### src/rtl/load_store_unit.sv
// Byte-addressed load/store front end: converts one CPU data request into one or two
// word-granular four-phase accesses on a memory accessor port and returns one response.
module load_store_unit #(
  parameter int SIZE = 32
) (
  input  logic              clock,
  input  logic              reset,
  input  logic              request_valid,
  output logic              request_ready,
  input  logic              request_operation,
  input  logic [SIZE-1:0]   request_address,
  input  logic [1:0]        request_width,
  input  logic              request_signed,
  input  logic [SIZE-1:0]   request_data,
  output logic              response_valid,
  output logic [SIZE-1:0]   response_data,
  output logic              memory_enable,
  output logic              memory_operation,
  input  logic              memory_ready,
  output logic [3:0]        memory_byte_mask,
  output logic [SIZE-3:0]   memory_word_address,
  input  logic [SIZE-1:0]   memory_data_in,
  output logic [SIZE-1:0]   memory_data_out
);
  localparam int WA = SIZE - 2;

  localparam logic [2:0] S_IDLE       = 3'd0;
  localparam logic [2:0] S_FIRST      = 3'd1;
  localparam logic [2:0] S_FIRST_REL  = 3'd2;
  localparam logic [2:0] S_SECOND     = 3'd3;
  localparam logic [2:0] S_SECOND_REL = 3'd4;
  localparam logic [2:0] S_DONE       = 3'd5;

  logic [2:0]        state_q, state_d;
  logic              op_q, op_d;
  logic              signed_q, signed_d;
  logic [1:0]        offset_q, offset_d;
  logic [1:0]        width_q, width_d;
  logic [WA-1:0]     word_q, word_d;
  logic [7:0]        mask8_q, mask8_d;
  logic [2*SIZE-1:0] data64_q, data64_d;
  logic [SIZE-1:0]   low_q, low_d;
  logic [SIZE-1:0]   high_q, high_d;

  logic [3:0]        base_mask;
  logic [SIZE-1:0]   req_trunc;
  logic [SIZE-1:0]   read_shift;
  logic [SIZE-1:0]   read_result;
  logic              split;
  logic              in_first, in_second;

  // Width code 3 behaves as a word; write data above the width is discarded here.
  always_comb begin
    base_mask = 4'b1111;
    req_trunc = request_data;
    case (request_width)
      2'd0: begin
        base_mask = 4'b0001;
        req_trunc = {{(SIZE-8){1'b0}}, request_data[7:0]};
      end
      2'd1: begin
        base_mask = 4'b0011;
        req_trunc = {{(SIZE-16){1'b0}}, request_data[15:0]};
      end
      default: ;
    endcase
  end

  assign split = |mask8_q[7:4];

  always_comb begin
    state_d  = state_q;
    op_d     = op_q;
    signed_d = signed_q;
    offset_d = offset_q;
    width_d  = width_q;
    word_d   = word_q;
    mask8_d  = mask8_q;
    data64_d = data64_q;
    low_d    = low_q;
    high_d   = high_q;
    case (state_q)
      S_IDLE: begin
        if (request_valid) begin
          op_d     = request_operation;
          signed_d = request_signed;
          offset_d = request_address[1:0];
          width_d  = (request_width == 2'd3) ? 2'd2 : request_width;
          word_d   = request_address[SIZE-1:2];
          mask8_d  = {4'b0000, base_mask} << request_address[1:0];
          data64_d = {{SIZE{1'b0}}, req_trunc} << {request_address[1:0], 3'b000};
          high_d   = '0;
          state_d  = S_FIRST;
        end
      end
      S_FIRST: begin
        if (memory_ready) begin
          low_d   = memory_data_in;
          state_d = S_FIRST_REL;
        end
      end
      S_FIRST_REL: begin
        if (!memory_ready) state_d = split ? S_SECOND : S_DONE;
      end
      S_SECOND: begin
        if (memory_ready) begin
          high_d  = memory_data_in;
          state_d = S_SECOND_REL;
        end
      end
      S_SECOND_REL: begin
        if (!memory_ready) state_d = S_DONE;
      end
      S_DONE:  state_d = S_IDLE;
      default: state_d = S_IDLE;
    endcase
  end

  always_ff @(posedge clock) begin
    if (reset) begin
      state_q  <= S_IDLE;
      op_q     <= 1'b0;
      signed_q <= 1'b0;
      offset_q <= '0;
      width_q  <= '0;
      word_q   <= '0;
      mask8_q  <= '0;
      data64_q <= '0;
      low_q    <= '0;
      high_q   <= '0;
    end else begin
      state_q  <= state_d;
      op_q     <= op_d;
      signed_q <= signed_d;
      offset_q <= offset_d;
      width_q  <= width_d;
      word_q   <= word_d;
      mask8_q  <= mask8_d;
      data64_q <= data64_d;
      low_q    <= low_d;
      high_q   <= high_d;
    end
  end

  // Handshake outputs depend on the state register alone.
  assign request_ready  = (state_q == S_IDLE);
  assign memory_enable  = (state_q == S_FIRST) || (state_q == S_SECOND);
  assign response_valid = (state_q == S_DONE);

  assign in_first  = (state_q == S_FIRST)  || (state_q == S_FIRST_REL);
  assign in_second = (state_q == S_SECOND) || (state_q == S_SECOND_REL);

  assign memory_operation    = (in_first || in_second) && op_q;
  assign memory_word_address = in_first  ? word_q :
                               in_second ? word_q + WA'(1) : '0;
  assign memory_byte_mask    = in_first  ? mask8_q[3:0] :
                               in_second ? mask8_q[7:4] : 4'b0000;
  assign memory_data_out     = in_first  ? data64_q[SIZE-1:0] :
                               in_second ? data64_q[2*SIZE-1:SIZE] : '0;

  assign read_shift = SIZE'({high_q, low_q} >> {offset_q, 3'b000});

  always_comb begin
    read_result = read_shift;
    case (width_q)
      2'd0: read_result = {{(SIZE-8){signed_q & read_shift[7]}}, read_shift[7:0]};
      2'd1: read_result = {{(SIZE-16){signed_q & read_shift[15]}}, read_shift[15:0]};
      default: ;
    endcase
  end

  assign response_data = (response_valid && !op_q) ? read_result : '0;
endmodule

### config.mk
export PLATFORM = sky130hd
export DESIGN_NAME = load_store_unit
export DESIGN_NICKNAME = d
export VERILOG_FILES = /design/src/rtl/load_store_unit.sv
export SDC_FILE = /design/constraint.sdc
export NUM_CORES = 1
export LEC_CHECK = 0
export CAP_MARGIN = 30
export CORE_AREA = 4 4 191 193
export CTS_CLUSTER_DIAMETER = 150
export DETAILED_ROUTE_END_ITERATION = 8
export DIE_AREA = 0 0 195 197
export GPL_TIMING_DRIVEN = 1
export PLACE_DENSITY = 0.43
export SLEW_MARGIN = 20
export SYNTH_ARGS = -nofsm -noshare
export SYNTH_HDL_FRONTEND = slang
export SYNTH_SLANG_ARGS = --single-unit
export TNS_END_PERCENT = 50
### constraint.sdc
create_clock -name clock -period 4.7 [get_ports clock]
set_input_delay 0.94 -clock clock [delete_from_list [all_inputs] [get_ports clock]]
set_output_delay 0.94 -clock clock [all_outputs]
set_load 0.01 [all_outputs]
Word-level counts from Yosys, hierarchy flattened
Cells that the tools add are included.
{"block": "word_totals", "register_bits": 175, "input_bits": 104, "out_inout_bits": 102, "wordCells": 66}
{"block": "op_classes", "add_sub_neg": 1, "eq_ne": 13, "shift": 3, "n_mux": 21, "bitwise": 2, "n_reduce_logical": 16}
{"cell": "case mux 32 bit (2 select lines)", "n": 3}
{"cell": "two-way mux 32 bit", "n": 5}
{"cell": "<< shifter 32 x 5 -> 64 bit", "n": 1}
{"cell": ">> shifter 64 x 5 -> 32 bit", "n": 1}
{"cell": "two-way mux 30 bit", "n": 2}
{"cell": "adder 30 x 1 -> 30 bit, second input constant", "n": 1}
{"cell": "two-way mux 3 bit", "n": 6}
{"cell": "case mux 3 bit (5 select lines)", "n": 1}
{"cell": "inequality test 2 bit, second input constant", "n": 5}
{"cell": "two-way mux 4 bit", "n": 2}
{"cell": "case mux 4 bit (2 select lines)", "n": 1}
{"cell": "<< shifter 4 x 2 -> 8 bit", "n": 1}
{"cell": "== test 3 x 2 -> 1 bit, second input constant", "n": 2}
{"cell": "== test 3 bit, second input constant", "n": 2}
{"cell": "AND reduction 5 bit", "n": 1}
{"cell": "== test 2 x 1 -> 1 bit, second input constant", "n": 2}
{"cell": "logical NOT 2 bit", "n": 2}
{"cell": "logical OR 1 bit", "n": 4}
{"cell": "AND reduction 2 bit", "n": 2}
{"cell": "OR reduction 4 bit", "n": 1}
{"cell": "== test 3 x 1 -> 1 bit, second input constant", "n": 1}
{"cell": "logical NOT 3 bit", "n": 1}
{"cell": "AND reduction 3 bit", "n": 1}
{"cell": "AND 1 bit", "n": 2}
{"cell": "5 further kinds", "n": 6}

Depth between registers and ports, before layout
Gate-level depths: netlist of run 1.
{"block": "depth", "word_depth": 4, "ltp_mapped": 8, "mapped_depth_nobuf": 5}

Least setup slack after synthesis of run 1
Ideal clock, no wire load.
{"block": "synth_timing", "path_type": "reg2out", "from": "register state_q[1]", "to": "output memory_word_address[15]", "t_arrival_ps": 1676, "required_time_ps": 3760, "path_slack_ps": 2084, "path_stages_with_launch": 6, "path_buffers": 1, "path_cell_list": "dfxtp_1 buf_2 xnor2_4 o2111ai_2 or4b_1 a21oi_1"}
{"block": "synth_between", "elab_chain_cells": 4, "elab_cells_between_ends": 8, "cone_classes": "eq/ne: 4; mux: 2; reduce/logical: 2"}
{"item": "start: declaration", "line_no": "34", "source": "logic [2:0] state_q, state_d;"}
{"item": "start signal: assignment", "line_no": "132", "source": "state_q <= state_d;"}
{"item": "== test 3 x 2 -> 1 bit or == test 3 bit (tied branches)", "line_no": "151", "source": "assign in_second = (state_q == S_SECOND) || (state_q == S_SECOND_REL);"}
{"item": "logical OR 1 bit", "line_no": "151"}
{"item": "two-way mux 30 bit", "line_no": "155", "source": "in_second ? word_q + WA'(1) : '0;"}
{"item": "two-way mux 30 bit *", "line_no": "154", "source": "assign memory_word_address = in_first ? word_q :"}
{"item": "end: declaration", "line_no": "21", "source": "output logic [SIZE-3:0] memory_word_address,"}
Every way passes the cells marked *; elsewhere a longest branch is shown, timed or not.

Worst setup path in the final report of run 1
{"block": "layout_timing", "from": "register state_q[0]", "to": "output response_data[17]"}
{"block": "layout_between", "elab_chain_cells": 3}
{"item": "== test 3 bit", "line_no": "148", "source": "assign response_valid = (state_q == S_DONE);"}
{"item": "logical AND 1 bit", "line_no": "172", "source": "assign response_data = (response_valid && !op_q) ? read_result : '0;"}
{"item": "two-way mux 32 bit", "line_no": "172"}
{"item": "end: declaration", "line_no": "16", "source": "output logic [SIZE-1:0] response_data,"}
Every way passes these cells.

==> results of run 1 <==
cells in the mapped netlist (all sizes together), types with 8 or more instances:
cell type	count	share of area
and2	11	0.0080
a32o	8	0.0094
and3	15	0.011
dfxtp	158	0.37
nand3	42	0.025
clkbuf	48	0.021
buf	49	0.028
a22o	29	0.030
nor3b	10	0.0088
a211oi	17	0.015
mux4	32	0.084
nor3	24	0.015
nand2	210	0.092
a21oi	143	0.085
mux2i	15	0.018
a221oi	8	0.0082
o21ai	43	0.025
inv	24	0.011
nand4b	8	0.0082
or4	11	0.0096
o31ai	10	0.0088
a22oi	25	0.022
nor2	63	0.028
flip-flops by register name, indices dropped and copies added, names as in the netlist:
register and cells:
op_q 1, state_q 3, offset_q 2, data64_q 56, high_q 24, word_q 30, mask8_q 7, width_q 2
low_q 32, signed_q 1
worst max-delay path by stage:
stage               cells past startpoint  slack (ns)                    start                       to
CTS                                     5        0.31  state_q[0]$_SDFFE_PP0P_        response_data[17]
global placement                        5        0.85  state_q[0]$_SDFFE_PP0P_        response_data[17]
finish                                  5        0.37  state_q[0]$_SDFFE_PP0P_        response_data[17]
detailed placement                      5        0.81  state_q[0]$_SDFFE_PP0P_        response_data[17]
global route                            5        0.14  state_q[0]$_SDFFE_PP0P_        response_data[17]
floorplan                               5        2.08  state_q[1]$_SDFFE_PP0P_  memory_word_address[15]
where the power goes:
part	leakage (nW)	internal [W]	switching (W)
registers	1.29	0.00141	0.0000725
logic	2.19	0.000288	0.000388
clock network	0.287	0.000854	0.000621
stage by stage:
stage,hold WS (ns),util,cell area [µm²],total power [W],std cells
final,0.451,0.334,11500,0.00364,1677
after global routing,0.481,0.334,11500,0.00381,1677
after CTS,0.454,0.334,11500,0.00369,1677
after detailed placement,0.445,0.316,10900,0.00220,1645
after global placement,0.439,0.316,10900,0.00220,1645
after floorplan,0.429,-,8560,0.00189,1064
cell families after synthesis:
family	share of synthesized area
AOI/OAI and AO/OA	0.219
xor gates and xnor gates	0.00921
buffers and inverters	0.0598
adders and majority gates	0.00146
and+or+nand+nor	0.238
DFF	0.370
muxes	0.103
routing by layer:
metal | routed length [µm] | part of all wire
met5 | 28 | 0.00085
met4 | 424 | 0.013
met3 | 1770 | 0.054
met2 | 15000 | 0.46
met1 | 15700 | 0.48
worst reg2reg max path, cell delays in order (launching register included):
cell and delay (ns):
dfxtp_1 0.53, or4b_4 0.97, nor3_4 0.66, a22oi_1 0.14, nor2_1 0.11
layout make-up:
cell class	instances	area, µm²	area share
Tap cell	455	569	0.0494
Clock buffer	20	447	0.0387
Clock inverter	12	161	0.0140
Inverter	24	90.1	0.00781
Sequential cell	158	3160	0.274
Multi-Input combinational cell	785	4900	0.425
Timing Repair Buffer	223	2200	0.191
==> impl_metrics.toml, run 1 <==
[outcome]
outcome = "finished, final reports clean"

[synthesis]
avgSynthCellArea_um2 = 8.04
synth.distinct_cells = 59
syn_nets = 1169
postSynth.asyncResetShare = 0
ys_warn_count = 0
ys_ff_latch = 158
synthCells = 1064
yosys_most_used_dff = "dfxtp_1"
netlist_area_um2 = 8560
synth_seq_area_share = 0.370
synth_edf_count = 0

[grt]
met1_usage = 0.231
busiest_layer = "met2"
met3_usage = 0.0381
grt_pass1_vias = 8320
grt_start_max_net_pins = 79
use_met2 = 0.265
antenna_found_initial = 3
overflow = 0
grt_pass1_wl_um = 50700
gr-usage-all-layers = 0.167

[clock_network]
clockBufferDepth = 2
clock_latency_ns = 0.44
cts_made_buffers = 17
cts_tree = "done"
cts_hold_buffers = 0
post_cts_buffers = 0
htree_levels = 4
cts.root.buffer_cell = "clkbuf_16"
clock_sinks = 158
cts_resized = 0
path_clk_slew_ns = 0.07

[floorplanning]
dieHeight_um = 197
die-area_um2 = 38400
fp.dieW_um = 195
io_pins = 206
design.core.area_um2 = 34500
start_util = 0.248
rows = 68

[worst_setup_path]
worstPathArrival_ns = 3.39
ff2ff_setup_slack_ns = 2.23
worstSetupStartpointType = "register"
cp_cell_sequence = "nand3b_1 -> or2_0 -> or3_1 -> o21ai_0 -> clkdlybuf4s50_1"
critPathMaxFanout = 15
cp_slowest_cell = "dfxtp_1"
critPathTopFamily = "simple AND/OR/NAND/NOR gates"
critPathRequiredTime_ns = 3.76
max_stage_delay_ns = 0.73
rr_worst_depth = 4
cp-end-kind = "output port"
r2r-end = "data64_q[53]$_SDFFE_PP0P_"
reg2reg_from = "state_q[1]$_SDFFE_PP0P_"
cp_num_buf_inv = 1
path_class = "reg -> out"

[timing]
maxSlewViolCount = 0
finalClockSkew_ns = 0.00760
setup_viol = 0
period_share = 0.922
fin_crit_ns = 4.33
rsz0062_at_grt = "no"
slew_headroom = 0.378
max_freq_mhz = 231
hold_violations = 0
fin_setup_tns_ns = 0
worst_pin_slew_ns = 0.934
finalWorstSetupSlack_ns = 0.367

[power_and_ir_drop]
worst_ir_drop_vdd_mv = 0.253
leakage_nw = 3.76
powerDensity_nw_per_um2 = 316

[cells_and_area]
nNetsFinal = 1314
layout_commonest_cell = "nand2_1"
syn_to_final_growth_pct = 34.7
n_antenna_cell = 0
drive_above_1_share = 0.0835
mostFrequentLayoutCells = "nand2_1, clkdlybuf4s50_1, dfxtp_1"
fill_cells = 3655

[routing]
totalWireLength_um = 32900
drtIter0Drc = 549
wl_per_cell_um = 19.6
routed_via_density = 5.04
vias = 8445
route.detailed.drc = 0
ant_nets = 0
dr.pass1.iters = 5

[placed_design]
io_buffers = 205
place_congestion = 0.769
hpwl_um = 22600
dpl_worst_slack_ns = 0.810

[hold_path]
whs_endpoint = "data64_q[40]$_SDFFE_PP0P_"
min_delay_path_depth = 2
hold_class = "reg -> reg"
holdCritStartpoint = "data64_q[40]$_SDFFE_PP0P_"

[job]
drv_cap = 0
Power figures use the tool's default switching activity.
==> run 2: changes to the inputs <==
--- a/config.mk
+++ b/config.mk
@@ -6,12 +6,14 @@
 export NUM_CORES = 1
 export LEC_CHECK = 0
 export CAP_MARGIN = 30
-export CORE_AREA = 4 4 191 193
+export CELL_PAD_IN_SITES_DETAIL_PLACEMENT = 1
+export CELL_PAD_IN_SITES_GLOBAL_PLACEMENT = 1
+export CORE_AREA = 4 4 167 169
 export CTS_CLUSTER_DIAMETER = 150
 export DETAILED_ROUTE_END_ITERATION = 8
-export DIE_AREA = 0 0 195 197
+export DIE_AREA = 0 0 171 173
 export GPL_TIMING_DRIVEN = 1
-export PLACE_DENSITY = 0.43
+export PLACE_DENSITY = 0.74
 export SLEW_MARGIN = 20
 export SYNTH_ARGS = -nofsm -noshare
 export SYNTH_HDL_FRONTEND = slang
==> constraint.sdc (replaced) <==
create_clock -name clock -period 3.66 [get_ports clock]
set_input_delay 0.732 -clock clock [delete_from_list [all_inputs] [get_ports clock]]
set_output_delay 0.732 -clock clock [all_outputs]
set_load 0.01 [all_outputs]
==> run 2 against run 1 <==
Via count up 4.8%. Non-clock buffer count up 14. Clock skew up 0.0074 ns. Wire length down 1.5%. First-iteration DRC count up 25%. Final area up 0.18%. Combinational power up 33%. Critical path type unchanged. Critical endpoint is now memory_word_address[15]. Largest power group unchanged. Highest routed layer is now met4.
==> impl_metrics.toml, run 2 (synthesized netlist as in run 1, its figures left out) <==
[timing]
slew_headroom = 0.407
finalClockSkew_ns = 0.0150
whs_ns = 0.453
worst_pin_slew_ns = 0.886
hold_violations = 0
setup_viol = 0
maxSlewViolCount = 0
fin_crit_ns = 3.55
rsz0062_at_grt = "no"
period_share = 0.970
max_freq_mhz = 282
fin_setup_tns_ns = 0

[grt]
gr-usage-all-layers = 0.211
busiest_layer = "met2"
met1_usage = 0.286
grt_pass1_vias = 8974
overflow = 0
grt_start_max_net_pins = 103
antenna_found_initial = 2
grt_pass1_wl_um = 50000
met3_usage = 0.0348
use_met2 = 0.342

[worst_setup_path]
worstPathArrival_ns = 2.82
path_class = "reg -> out"
worstSetupStartpointType = "register"
max_stage_delay_ns = 0.58
cp_slowest_cell = "dfxtp_2"
cp_cell_sequence = "xnor2_4 -> o2111ai_2 -> or4b_1 -> a21oi_1 -> clkdlybuf4s50_1"
cp_num_buf_inv = 1
cp-end-kind = "output port"
critPathRequiredTime_ns = 2.93
critPathTopFamily = "flip-flops"
critPathMaxFanout = 15

[cells_and_area]
final_area_um2 = 11500
mostFrequentLayoutCells = "nand2_1, clkdlybuf4s50_1, dfxtp_1"
largest_reg_flops = 56
drive_above_1_share = 0.104
syn_to_final_growth_pct = 35.0
reg_top3 = "data64_q x56, low_q x32, word_q x30"
top_register = "data64_q"
layoutNonFillerInstCount = 1580
layout_commonest_cell = "nand2_1"
nNetsFinal = 1329

[clock_network]
clockBufferDepth = 2
cts.root.buffer_cell = "clkbuf_16"
cts_made_buffers = 17
htree_levels = 4
path_clk_slew_ns = 0.07
cts_tree = "done"
clock_sinks = 158
cts_hold_buffers = 0
clock_latency_ns = 0.44

[power_and_ir_drop]
leakage_nw = 3.86
worst_ir_drop_vdd_mv = 0.208
p_seq_frac = 0.416
power_switching_w = 0.00146
clkPwrFrac = 0.388
powerDensity_nw_per_um2 = 398
internal_power_w = 0.00314
swShare = 0.317
combPwrFrac = 0.196

[floorplanning]
die-area_um2 = 29600
dieHeight_um = 173
design.core.area_um2 = 26600
fp.dieW_um = 171
io_pins = 206
start_util = 0.322
rows = 60

[placed_design]
dp.cells = 1543
io_buffers = 205
hpwl_um = 22600
place_area_um2 = 10900
place_congestion = 0.822

[routing]
route.detailed.drc = 0
ant_nets = 0
dr.pass1.iters = 5
totalWireLength_um = 32400
vias = 8851
drtIter0Drc = 686
routed_via_density = 5.60
wl_per_cell_um = 20.5

[hold_path]
hold_class = "reg -> reg"

[job]
drv_cap = 0

[outcome]
outcome = "finished, final reports clean"
## run 2: changes by cell type in the layout (fill, tap and decap cells not counted), sizes merged, moves of 2 or more
cell and change:
buf +14, bufinv -3, clkbuf -2, clkinvlp -3
diode +2, inv +9
## run 2: repair_timing
action | CTS | global route
resized for setup | 3 | 12
setup buffers | 1 | 1
gates cloned | 1 | 0
endpoints found under the setup margin | 61 | 36
pin swaps | 2 | 2
## run 2: worst reg2reg max path, delay by kind of cell, from the launching register on
kind | cells | cell delay [ns]
AO/OA/AOI/OAI | 1 | 0.13
buffers and inverters | 1 | 0.23
flip-flops | 1 | 0.36
AND/OR/NAND/NOR | 3 | 1.53
## run 2: metrics by stage
stage          power (W)   util  setup slack [ns]
2_1_floorplan    0.00243      -              1.25
3_3_place_gp     0.00281  0.410             0.362
3_5_place_dp     0.00284  0.410             0.299
4_1_cts          0.00464  0.433            0.0135
5_1_grt          0.00480  0.435           0.00175
6_report         0.00459  0.435             0.111
## run 2: metal layers
metal	up-vias	share of wire
met5	-	0
met4	0	0.025
met3	44	0.050
met2	256	0.47
met1	4415	0.45
li1	4136	-
## run 2: final cells by class
type	instances	area, µm²
well taps	341	427
inverters	24	90.1
clock buffers	18	439
flip-flops and latches	158	3170
diodes	2	5.00
clock inverters	14	143
fillers	3140	15000
repair buffers	237	2320
multi-input cells	786	4960
## run 2: path summary, 6_finish.rpt
check | start | endpoint | slack [ns] | cells past startpoint
max reg2reg | state_q[2]$_SDFFE_PP0P_ | data64_q[55]$_SDFFE_PP0P_ | 1.35 | 5
min reg2reg | high_q[22]$_SDFFE_PP0P_ | high_q[22]$_SDFFE_PP0P_ | 0.45 | 2
max | state_q[0]$_SDFFE_PP0P_ | memory_word_address[15] | 0.11 | 5
min | high_q[22]$_SDFFE_PP0P_ | high_q[22]$_SDFFE_PP0P_ | 0.45 | 2
## run 2: power groups by stage
stage | combinational (W) | clock, W | sequential, W
global placement | 0.000874 | 0 | 0.00194
floorplan | 0.000523 | 0 | 0.00191
finish | 0.000901 | 0.00178 | 0.00191
detailed placement | 0.000893 | 0 | 0.00195
CTS | 0.000904 | 0.00183 | 0.00191
global route | 0.000976 | 0.00190 | 0.00192
